`config.mk`:
```
export PLATFORM = sky130hd
export DESIGN_NAME = l2_fill_ctrl_flat
export DESIGN_NICKNAME = d
export VERILOG_FILES = /design/src/rtl/cache_pkg.sv /design/src/rtl/l2_fill_ctrl_if.sv /design/src/rtl/l2_tag_store.sv /design/src/rtl/l2_fill_ctrl.sv /design/src/flat_wrapper.sv
export SDC_FILE = /design/constraint.sdc
export NUM_CORES = 1
export LEC_CHECK = 0
export ABC_AREA = 1
export CAP_MARGIN = 20
export CORE_MARGIN = 5
export CORE_UTILIZATION = 44
export CTS_CLUSTER_SIZE = 30
export DETAILED_ROUTE_END_ITERATION = 8
export GPL_TIMING_DRIVEN = 1
export HOLD_SLACK_MARGIN = 0.15
export SETUP_SLACK_MARGIN = 0.15
export SYNTH_ARGS = -nofsm -noshare
export SYNTH_HDL_FRONTEND = slang
export SYNTH_SLANG_ARGS = --single-unit
```
`constraint.sdc`:
```
create_clock -name clk -period 5.08 [get_ports clk]
set_input_delay 1.524 -clock clk [delete_from_list [all_inputs] [get_ports clk]]
set_output_delay 1.524 -clock clk [all_outputs]
set_load 0.01 [all_outputs]
```
`src/rtl/cache_pkg.sv`:
```
// Shared cache definitions used by both the L1 and L2 controllers.
// Holds the fill-controller state encoding, default geometry values and the
// helper functions that derive tag/index/offset widths from that geometry.
package cache_pkg;

  typedef enum logic [1:0] {
    IDLE     = 2'd0,
    LOOKUP   = 2'd1,
    MEM_WAIT = 2'd2,
    FILL     = 2'd3
  } fill_state_e;

  localparam int DEF_ADDR_WIDTH = 11;
  localparam int DEF_DATA_WIDTH = 32;
  localparam int DEF_NUM_SETS   = 16;
  localparam int DEF_BLOCK_SIZE = 16;

  function automatic int offset_bits(input int block_size);
    return $clog2(block_size);
  endfunction

  function automatic int index_bits(input int num_sets);
    return $clog2(num_sets);
  endfunction

  // Whatever is left above index and offset forms the tag.
  function automatic int tag_bits(input int addr_width, input int num_sets, input int block_size);
    return addr_width - index_bits(num_sets) - offset_bits(block_size);
  endfunction

endpackage

```
`src/rtl/l2_fill_ctrl_if.sv`:
```
// Bus bundle between the L2 fill controller, the L1 that requests fills and
// the backing memory.
//   req_valid/req_addr/req_ready       : L1 miss request handshake
//   fill_valid/fill_addr/fill_data/hit : one-cycle line promote into L1
//   mem_req/mem_addr/mem_ack/mem_rdata : backing-memory read
// Modport slave is the controller side; modport master is the requester and
// memory side.
interface l2_fill_ctrl_if
  import cache_pkg::*;
#(
  parameter int ADDR_WIDTH = DEF_ADDR_WIDTH,
  parameter int DATA_WIDTH = DEF_DATA_WIDTH
) ();

  logic                  req_valid;
  logic [ADDR_WIDTH-1:0] req_addr;
  logic                  req_ready;
  logic                  fill_valid;
  logic [ADDR_WIDTH-1:0] fill_addr;
  logic [DATA_WIDTH-1:0] fill_data;
  logic                  fill_hit;
  logic                  mem_req;
  logic [ADDR_WIDTH-1:0] mem_addr;
  logic                  mem_ack;
  logic [DATA_WIDTH-1:0] mem_rdata;

  modport master (
    output req_valid, req_addr, mem_ack, mem_rdata,
    input  req_ready, fill_valid, fill_addr, fill_data, fill_hit, mem_req, mem_addr
  );

  modport slave (
    input  req_valid, req_addr, mem_ack, mem_rdata,
    output req_ready, fill_valid, fill_addr, fill_data, fill_hit, mem_req, mem_addr
  );

endinterface

```
`src/rtl/l2_tag_store.sv`:
```
// Direct-mapped L2 storage: valid bits, tags and line data.
// Ports:
//   clk, rst                    : clock, async active-high reset (valid bits only)
//   rd_index -> rd_valid/tag/data : combinational lookup port
//   wr_en, wr_index/tag/data    : write port, sets the valid bit of the set
module l2_tag_store
  import cache_pkg::*;
#(
  parameter int NUM_SETS   = DEF_NUM_SETS,
  parameter int INDEX_W    = 4,
  parameter int TAG_W      = 3,
  parameter int DATA_WIDTH = DEF_DATA_WIDTH
) (
  input  logic                  clk,
  input  logic                  rst,
  input  logic [INDEX_W-1:0]    rd_index,
  output logic                  rd_valid,
  output logic [TAG_W-1:0]      rd_tag,
  output logic [DATA_WIDTH-1:0] rd_data,
  input  logic                  wr_en,
  input  logic [INDEX_W-1:0]    wr_index,
  input  logic [TAG_W-1:0]      wr_tag,
  input  logic [DATA_WIDTH-1:0] wr_data
);

  logic [NUM_SETS-1:0]   valid_q;
  logic [TAG_W-1:0]      tag_mem  [NUM_SETS];
  logic [DATA_WIDTH-1:0] data_mem [NUM_SETS];

  always_ff @(posedge clk or posedge rst) begin
    if (rst) begin
      valid_q <= '0;
    end else if (wr_en) begin
      valid_q[wr_index] <= 1'b1;
    end
  end

  // Tag and data need no reset: they are never trusted while valid is clear.
  always_ff @(posedge clk) begin
    if (wr_en) begin
      tag_mem[wr_index]  <= wr_tag;
      data_mem[wr_index] <= wr_data;
    end
  end

  assign rd_valid = valid_q[rd_index];
  assign rd_tag   = tag_mem[rd_index];
  assign rd_data  = data_mem[rd_index];

endmodule

```
`src/rtl/l2_fill_ctrl.sv`:
```
// L2 fill controller: accepts L1 miss requests, looks the line up in the
// direct-mapped L2, fetches it from backing memory on an L2 miss and
// promotes the line into L1 with a one-cycle fill strobe.
// Ports:
//   clk, rst               : clock, async active-high reset
//   bus (slave)            : request, fill and memory signals
//   hit_count, miss_count  : saturating L2 hit/miss statistics
module l2_fill_ctrl
  import cache_pkg::*;
#(
  parameter int ADDR_WIDTH = DEF_ADDR_WIDTH,
  parameter int DATA_WIDTH = DEF_DATA_WIDTH,
  parameter int NUM_SETS   = DEF_NUM_SETS,
  parameter int BLOCK_SIZE = DEF_BLOCK_SIZE
) (
  input  logic           clk,
  input  logic           rst,
  l2_fill_ctrl_if.slave  bus,
  output logic [15:0]    hit_count,
  output logic [15:0]    miss_count
);

  localparam int OFFSET_W = offset_bits(BLOCK_SIZE);
  localparam int INDEX_W  = index_bits(NUM_SETS);
  localparam int TAG_W    = tag_bits(ADDR_WIDTH, NUM_SETS, BLOCK_SIZE);

  fill_state_e state, state_next;

  logic [ADDR_WIDTH-1:0] cap_addr;
  logic [ADDR_WIDTH-1:0] fill_addr_q;
  logic [DATA_WIDTH-1:0] fill_data_q;
  logic                  fill_hit_q;

  logic [INDEX_W-1:0]    cap_index;
  logic [TAG_W-1:0]      cap_tag;
  logic                  rd_valid;
  logic [TAG_W-1:0]      rd_tag;
  logic [DATA_WIDTH-1:0] rd_data;
  logic                  lookup_hit;
  logic                  mem_wr;
  logic                  req_ready_c;
  logic                  mem_req_c;
  logic                  fill_valid_c;

  assign cap_index  = cap_addr[OFFSET_W +: INDEX_W];
  assign cap_tag    = cap_addr[ADDR_WIDTH-1 -: TAG_W];
  assign lookup_hit = rd_valid && (rd_tag == cap_tag);

  l2_tag_store #(
    .NUM_SETS   (NUM_SETS),
    .INDEX_W    (INDEX_W),
    .TAG_W      (TAG_W),
    .DATA_WIDTH (DATA_WIDTH)
  ) u_store (
    .clk      (clk),
    .rst      (rst),
    .rd_index (cap_index),
    .rd_valid (rd_valid),
    .rd_tag   (rd_tag),
    .rd_data  (rd_data),
    .wr_en    (mem_wr),
    .wr_index (cap_index),
    .wr_tag   (cap_tag),
    .wr_data  (bus.mem_rdata)
  );

  always_ff @(posedge clk or posedge rst) begin
    if (rst) begin
      state <= IDLE;
    end else begin
      state <= state_next;
    end
  end

  // mem_ack only matters in MEM_WAIT; req_valid only matters in IDLE.
  always_comb begin
    state_next   = state;
    req_ready_c  = 1'b0;
    mem_req_c    = 1'b0;
    fill_valid_c = 1'b0;
    mem_wr       = 1'b0;
    unique case (state)
      IDLE: begin
        req_ready_c = 1'b1;
        if (bus.req_valid) state_next = LOOKUP;
      end
      LOOKUP: begin
        state_next = lookup_hit ? FILL : MEM_WAIT;
      end
      MEM_WAIT: begin
        mem_req_c = 1'b1;
        if (bus.mem_ack) begin
          mem_wr     = 1'b1;
          state_next = FILL;
        end
      end
      FILL: begin
        fill_valid_c = 1'b1;
        state_next   = IDLE;
      end
      default: state_next = IDLE;
    endcase
  end

  // The fill registers are only loaded when a line is ready, so they hold
  // their last value between strobes even though cap_addr moves on.
  always_ff @(posedge clk or posedge rst) begin
    if (rst) begin
      cap_addr    <= '0;
      fill_addr_q <= '0;
      fill_data_q <= '0;
      fill_hit_q  <= 1'b0;
      hit_count   <= '0;
      miss_count  <= '0;
    end else begin
      if (state == IDLE && bus.req_valid) begin
        cap_addr <= bus.req_addr;
      end
      if (state == LOOKUP) begin
        if (lookup_hit) begin
          fill_addr_q <= cap_addr;
          fill_data_q <= rd_data;
          fill_hit_q  <= 1'b1;
          if (hit_count != 16'hFFFF) hit_count <= hit_count + 16'd1;
        end else begin
          if (miss_count != 16'hFFFF) miss_count <= miss_count + 16'd1;
        end
      end
      if (mem_wr) begin
        fill_addr_q <= cap_addr;
        fill_data_q <= bus.mem_rdata;
        fill_hit_q  <= 1'b0;
      end
    end
  end

  assign bus.req_ready  = req_ready_c;
  assign bus.mem_req    = mem_req_c;
  assign bus.mem_addr   = cap_addr;
  assign bus.fill_valid = fill_valid_c;
  assign bus.fill_addr  = fill_addr_q;
  assign bus.fill_data  = fill_data_q;
  assign bus.fill_hit   = fill_hit_q;

endmodule

```
`src/flat_wrapper.sv`:
```
// flat-port wrapper written by rule: the top's interface ports become plain ports
module l2_fill_ctrl_flat import cache_pkg::*;
#(
  parameter int ADDR_WIDTH = DEF_ADDR_WIDTH,
  parameter int DATA_WIDTH = DEF_DATA_WIDTH,
  parameter int NUM_SETS   = DEF_NUM_SETS,
  parameter int BLOCK_SIZE = DEF_BLOCK_SIZE
)
  (clk, rst, hit_count, miss_count, bus_req_valid, bus_req_addr, bus_mem_ack, bus_mem_rdata, bus_req_ready, bus_fill_valid, bus_fill_addr, bus_fill_data, bus_fill_hit, bus_mem_req, bus_mem_addr);
  l2_fill_ctrl_if #(.ADDR_WIDTH(ADDR_WIDTH), .DATA_WIDTH(DATA_WIDTH)) bus_i ();
  input  logic clk;
  input  logic rst;
  output logic [15:0] hit_count;
  output logic [15:0] miss_count;
  input wire logic [$bits(bus_i.req_valid)-1:0] bus_req_valid;
  input wire logic [$bits(bus_i.req_addr)-1:0] bus_req_addr;
  input wire logic [$bits(bus_i.mem_ack)-1:0] bus_mem_ack;
  input wire logic [$bits(bus_i.mem_rdata)-1:0] bus_mem_rdata;
  output wire logic [$bits(bus_i.req_ready)-1:0] bus_req_ready;
  output wire logic [$bits(bus_i.fill_valid)-1:0] bus_fill_valid;
  output wire logic [$bits(bus_i.fill_addr)-1:0] bus_fill_addr;
  output wire logic [$bits(bus_i.fill_data)-1:0] bus_fill_data;
  output wire logic [$bits(bus_i.fill_hit)-1:0] bus_fill_hit;
  output wire logic [$bits(bus_i.mem_req)-1:0] bus_mem_req;
  output wire logic [$bits(bus_i.mem_addr)-1:0] bus_mem_addr;
  assign bus_i.req_valid = bus_req_valid;
  assign bus_i.req_addr = bus_req_addr;
  assign bus_i.mem_ack = bus_mem_ack;
  assign bus_i.mem_rdata = bus_mem_rdata;
  assign bus_req_ready = bus_i.req_ready;
  assign bus_fill_valid = bus_i.fill_valid;
  assign bus_fill_addr = bus_i.fill_addr;
  assign bus_fill_data = bus_i.fill_data;
  assign bus_fill_hit = bus_i.fill_hit;
  assign bus_mem_req = bus_i.mem_req;
  assign bus_mem_addr = bus_i.mem_addr;
  l2_fill_ctrl #(.ADDR_WIDTH(ADDR_WIDTH), .DATA_WIDTH(DATA_WIDTH), .NUM_SETS(NUM_SETS), .BLOCK_SIZE(BLOCK_SIZE)) u_core (.clk(clk), .rst(rst), .bus(bus_i), .hit_count(hit_count), .miss_count(miss_count));
endmodule
```
==> results.md <==
- CP Launch Type: flop
- R2R Path End: u_core.bus.fill_data[26]$_DFFE_PP0P_
- Sequential area share after synthesis: 74.92%
- CP Cell Sequence: inv_2 -> nor2_4 -> buf_4 -> nand2_1 -> nand4_1 -> nand2_1 -> nand2_1 -> inv_1 -> nand2_1 -> nand2_1 -> nor2_4 -> nand3_4 -> nand2_2 -> buf_4 -> nand2_1 -> nand2_1
- Worst Path Max Fanout: 36
- Placed Cells: 2800
- Largest area contributor in the netlist: edfxtp_1
- Initial antenna violation count: 0
- Vias: 16384
- CTS Hold Bufs: 0
- Overall Power: 16.83 mW
- Clock Path Buffers: 3
- Hold Crit Class: reg -> reg
- Setup crit end kind: flop
- Final Wtd Congestion: 0.8522
- CTS root buf: clkbuf_16
- Levels on crit path: 16
- WP buf/inv: 4
- Max Freq: 272.3 MHz
- Slew margin rel.: 23.68%
- Synth top area share: 64.80%
- Pre-CTS setup slack: 1.215 ns
- Setup Fix Bufs, Post-CTS: 0
- Largest net degree at the start of global routing: 86
- Tmin final: 3.673 ns
- Reg2Reg Setup Slack: 1.41 ns
- Worst-margin pin slew: 1.145 ns
- Final setup vio count: 0
- Die ar.: 63940 um2
- Area contributors post-synth: edfxtp_1 65%, dfrtp_1 10%, nand2_1 7.7%, a22oi_1 7.4%, nand3_1 1.3%
- Top-level port count: 137
- DRC Markers: 0
- Syn Area/Cell: 13.36 um2
- Fin cells: 2928
- Crit-path max cell delay: 0.62 ns
- H-Tree Depth: 3
- Asr flop ratio synth: 15.79%
- Post-synth top cells: 560 x edfxtp_1, 535 x nand2_1, 256 x a22oi_1, 105 x dfrtp_1, 72 x nor2_1
- Chip Width: 252.9 um
- Post-synthesis register bit count: 665
- Row count: 89
- Worst setup path endpoint: u_core.bus.fill_data[26]$_DFFE_PP0P_
- Req. time, crit path: 5.62 ns
- Crit path kind: reg -> reg
- Cell with the most instances after synthesis: edfxtp_1
- Synthesized instance count: 1943
- Cell Pwr Density: 545.0 nW/um2
- Initial detailed-routing violation count: 1433
- Core area: 58690 um2
- Slowest CP cell: dfrtp_1
- Starting Density: 44.22%
- Ys flop type: edfxtp_1
- Most numerous cell on the critical path: nand2_1
- # Max-Cap Violations: 0
- Final worst slack: 1.407 ns
- Total CTS buffers: 69
- First-pass GRT wire length: 103500 um
- FF-to-FF Start: u_core.bus.mem_addr[4]$_DFFE_PP0P_
- Routed WL: 68800 um
- Diode count: 0
- Clk_lat worst skew: 0.61 ns
- Post-synth EDFFs: 560
- Vias in the first global route: 16534
- Final core utilization: 52.62%
- Netlist cell types: 33
- DRT antenna net count: 0
- Vias/cell: 5.596
- Gr ovfl total: 0
- Sink Count: 665
- Total global-route track usage: 21.26%
- Drt first pass iters: 5
- Total negative slack: 0 ns
- DP HPWL: 40300 um
- Lkg Pwr: 10.98 nW
- YS warnings: 0
- Max VDD drop: 0.2960 mV
- WL/cell: 23.50 um
- Delay-heaviest family, CP: simple AND/OR/NAND/NOR gates
- Post-route clock period utilization: 72.30%
- Layout cells sized above 1: 9.838%
- PortBufs: 136
- Height of the die: 252.9 um
- Unrepaired setup endpoints after global routing: false
- TritonCTS clock tree: yes
- Nets: 2152
- Synthesized Nets: 1996
- Endpoints failing hold: 0
- Synthesized area: 25950 um2
- Status: complete, no violations
- Worst R2R Path Depth: 16
- Reg clk slew, reported paths: 0.07 ns
- Start point of the critical path: u_core.bus.mem_addr[4]$_DFFE_PP0P_
- Slew Limit Fails: 0
- Area grow syn2layout: 19.00%
- Critical Path AT: 4.21 ns
- Clock skew: 0.02274 ns
- # resized after CTS: 0
## worst min-delay path, delay by kind of cell (launching register included)
kind	cells	cell delay [ns]
buffers and inverters	1	0.05
AO/OA/AOI/OAI	1	0.06
flip-flops	1	0.32
## logic make-up after synthesis
kind of cell,count (synthesis),share of synthesized area [%]
mux,7,0.3038
fa+ha+maj,6,0.2893
buf+inv,159,2.517
flops,665,74.92
compound gates,361,9.893
simple gates,718,11.16
xor+xnor,27,0.9113
## layer usage
layer / global-route usage [%] / wire [um] / up-vias
met4: 7.589 / 2105 / 0
met3: 3.369 / 3824 / 124
met1: 27.91 / 28360 / 8285
li1: - / - / 7442
met2: 36.22 / 34510 / 533
met5: 0 / 0 / -
## registers in the layout, indices dropped and copies added, names as in the netlist, 11 cells and up
name                     cells
u_core.u_store.data_mem    512
u_core.u_store.tag_mem      48
u_core.bus.fill_data        32
u_core.hit_count            16
u_core.miss_count           16
u_core.u_store.valid_q      16
u_core.bus.fill_addr        11
u_core.bus.mem_addr         11
## worst min path at each step
stage          slack (ns)                                     end                                    from  cells after the start
2_1_floorplan        0.42  u_core.u_store.valid_q[12]$_DFFE_PP0P_  u_core.u_store.valid_q[12]$_DFFE_PP0P_                      2
3_3_place_gp         0.45  u_core.u_store.valid_q[15]$_DFFE_PP0P_  u_core.u_store.valid_q[15]$_DFFE_PP0P_                      2
3_5_place_dp         0.45  u_core.u_store.valid_q[12]$_DFFE_PP0P_  u_core.u_store.valid_q[12]$_DFFE_PP0P_                      2
4_1_cts              0.46  u_core.u_store.valid_q[12]$_DFFE_PP0P_  u_core.u_store.valid_q[12]$_DFFE_PP0P_                      2
5_1_grt              0.48  u_core.u_store.valid_q[11]$_DFFE_PP0P_  u_core.u_store.valid_q[11]$_DFFE_PP0P_                      1
6_report             0.46  u_core.u_store.valid_q[12]$_DFFE_PP0P_  u_core.u_store.valid_q[12]$_DFFE_PP0P_                      2
## cells in the final DEF, fill, tap and decap left out, types with 3 or more instances in the layout
cell type	Yosys	routed
nor4_1	4	4
ha_1	6	6
inv_1	50	49
a22oi_1	256	256
inv_2	5	4
buf_4	5	40
nand2_1	535	534
nand3_1	67	67
clkbuf_8	0	3
nand4_1	6	6
a41oi_1	31	31
or2_2	18	18
nor2_4	1	22
nand2_2	3	3
clkbuf_16	0	73
bufinv_16	0	8
nor3_1	8	8
edfxtp_1	560	560
mux2_2	7	7
a21oi_1	45	45
clkinv_2	0	10
xnor2_1	12	12
dfrtp_1	105	105
nor2_1	72	52
o21ai_0	11	11
xor2_1	15	15
clkinv_1	1	12
clkbuf_1	54	15
buf_12	0	11
clkdlybuf4s50_1	0	136
o21ai_1	16	16
clkinvlp_4	0	3
## cell type report
type | instances | area, um2
Clock buffer | 91 | 1924
Clock inverter | 36 | 404.1
Sequential cell | 665 | 19440
Multi-Input combinational cell | 1119 | 6017
Fill cell | 4866 | 27800
Timing Repair Buffer | 188 | 1909
Inverter | 56 | 215.2
Tap cell | 773 | 967.2
## metrics by stage
| stage | cell area [um2] | hold slack [ns] |
|---|---|---|
| floorplan | 25950 | 0.4240 |
| CTS | 30870 | 0.4626 |
| global route | 30880 | 0.4793 |
| global placement | 28520 | 0.4512 |
| finish | 30880 | 0.4598 |
| detailed placement | 28540 | 0.4481 |
## power by group
part	switching, mW	total (mW)	internal (mW)
Combinational	3.24	4.95	1.71
Clock	2.09	5.17	3.09
Sequential	0.280	6.71	6.43
Total	5.60	16.8	11.2
(Power assumes the default switching activity.)
==> edit (config.mk and constraints unchanged) <==
Re-encode `fill_state_e` (4 states) as one-hot, 4 bits wide.
--- a/src/rtl/cache_pkg.sv
+++ b/src/rtl/cache_pkg.sv
@@ -3,11 +3,11 @@
 // helper functions that derive tag/index/offset widths from that geometry.
 package cache_pkg;
 
-  typedef enum logic [1:0] {
-    IDLE     = 2'd0,
-    LOOKUP   = 2'd1,
-    MEM_WAIT = 2'd2,
-    FILL     = 2'd3
+  typedef enum logic [3:0] {
+    IDLE     = 4'b0001,
+    LOOKUP   = 4'b0010,
+    MEM_WAIT = 4'b0100,
+    FILL     = 4'b1000
   } fill_state_e;
 
   localparam int DEF_ADDR_WIDTH = 11;
Behaviour: no difference found for any inputs over 4 cycles, from zero or initial values and one cycle with rst high; so few cycles prove little.
==> edit against the original RTL <==
- area after synthesis up 1.4%
- clock power shrank 3%
- die area is 1.3% higher
- global-route usage down 0.20 points
- cell area up 0.43%
- total power shrank 2.5%
- setup slack lost 0.20 ns
- critical path depth decreased by 10
- wire length shrank 0.17%
- sequential cell count grew 2
- clock skew rose by 0.0083 ns
- synthesized cell count is 4.1% higher
- register-to-register slack improved by 0.15 ns
- critical path type is now input pin to flop
- critical endpoint is now u_core.u_store.data_mem[4][19]
- largest power group unchanged
==> edit: results (changes against the original RTL) <==
{| class="wikitable"
! Metric !! Value
|-
| Number of vias in the routed layout || 16680 (+1.8%)
|-
| DRT iter0 DRCs || 1542 (+7.6%)
|-
| Largest register FFs || 512 (unchanged)
|-
| Highest ir drop seen on vdd || 0.3472 mV (+17%)
|-
| Amount of wire on met3 after detailed routing || 4151 um (+8.6%)
|-
| Worst-case clock buffer depth || 3 (unchanged)
|-
| HPWL reported at the end of detailed placement || 41590 um (+3.2%)
|-
| Most instantiated cells after synthesis || sky130_fd_sc_hd__edfxtp_1 (560), sky130_fd_sc_hd__nand2_1 (528), sky130_fd_sc_hd__a22oi_1 (256)
|-
| Largest register by flop count || u_core.u_store.data_mem
|-
| Per-cell routed wire length || 22.94 um (-2.4%)
|-
| Kind of cell adding the most delay to the critical path || buffers and inverters
|-
| Slowest cell delay on critical path || 0.69 ns (+0.07 ns)
|-
| Share of cells above drive strength 1 || 8.915% (-0.92 points)
|-
| Syn_nets || 2072 (+3.8%)
|-
| Met2 WL || 33380 um (-3.3%)
|-
| Count of cell types in the netlist || 35 (+6.1%)
|-
| Post-synthesis sequential area ratio || 74.10% (-0.82 points)
|-
| Max-Slew Margin vs Limit || 32.08% (+8.4 points)
|-
| Routed length on met1 || 29310 um (+3.3%)
|-
| Global routing met2 resource utilization || 34.80% (-1.4 points)
|-
| Worst clock skew on the final layout || 0.03106 ns (+0.008317 ns)
|-
| Worst Path Max Fanout || 27 (-25%)
|-
| Total Routing Usage GR || 21.06% (-0.20 points)
|-
| Placer Congestion || 0.8705 (+2.1%)
|-
| Crit path max-delay cell type || sky130_fd_sc_hd__nor2_4
|-
| Fillers || 4936 (+1.4%)
|-
| Nets || 2214 (+2.9%)
|-
| Grt met3 use || 3.304% (-0.065 points)
|-
| Run status || complete, no violations
|-
| Global-route track usage on met1 || 29.07% (+1.2 points)
|-
| Clock buffers created by TritonCTS || 70 (+1.4%)
|-
| Synth async-reset ratio || 16.04% (+0.25 points)
|-
| Maximum number of pins on one net before global-route repair || 83 (-3.5%)
|-
| First-pass GRT wire length || 104200 um (+0.68%)
|-
| Crit path arrival time || 4.17 ns (-0.04 ns)
|}
[edit: power by group]
group          internal, mW  switching, mW  leakage (nW)
combinational          1.59           3.26          3.79
sequential             6.26          0.269          6.44
clock                  2.95           2.08          1.10
total                  10.8           5.61          11.3
[edit: cell families after synthesis]
family	after synthesis	synth area share (%)
compound gates	328	8.713
xor+xnor	28	0.9322
fa+ha+maj	2	0.09511
buf+inv	172	2.963
flops	667	74.10
simple gates	826	13.19
[edit: worst paths after layout]
| kind | from | end | slack (ns) | depth (start not counted) |
|---|---|---|---|---|
| max reg2reg | u_core.bus.mem_addr[4] | u_core.bus.fill_data[2] | 1.56 | 11 |
| max | bus_mem_ack | u_core.u_store.data_mem[4][19] | 1.20 | 6 |
| max in group asynchronous | rst | u_core.bus.fill_data[23] | 2.81 | 3 |
| min in group asynchronous | rst | u_core.hit_count[11] | 1.43 | 2 |
| min | u_core.u_store.valid_q[9] | u_core.u_store.valid_q[9] | 0.47 | 1 |
| min reg2reg | u_core.u_store.valid_q[9] | u_core.u_store.valid_q[9] | 0.47 | 1 |
[edit: final cells by class]
cell class	count	area share [%]
tap	773	3.119
timing repair buffer	181	5.987
clock inverter	38	1.061
clock buffer	90	6.229
sequential	667	62.86
multi-input combinational	1184	19.98
inverter	61	0.7625
[edit: through the flow]
step                      hold WS (ns)  util (%)  cell area [um^2]  worst slack, ns  std cells
after floorplan                 0.4277         -             26310           0.7404       2023
after global placement          0.4540     48.58             28720           0.6876       2865
after detailed placement        0.4559     48.58             28720           0.6004       2865
after CTS                       0.4704     52.40             30980            1.213       2993
after global routing            0.4854     52.45             31010            1.118       2994
final                           0.4677     52.45             31010            1.204       2994
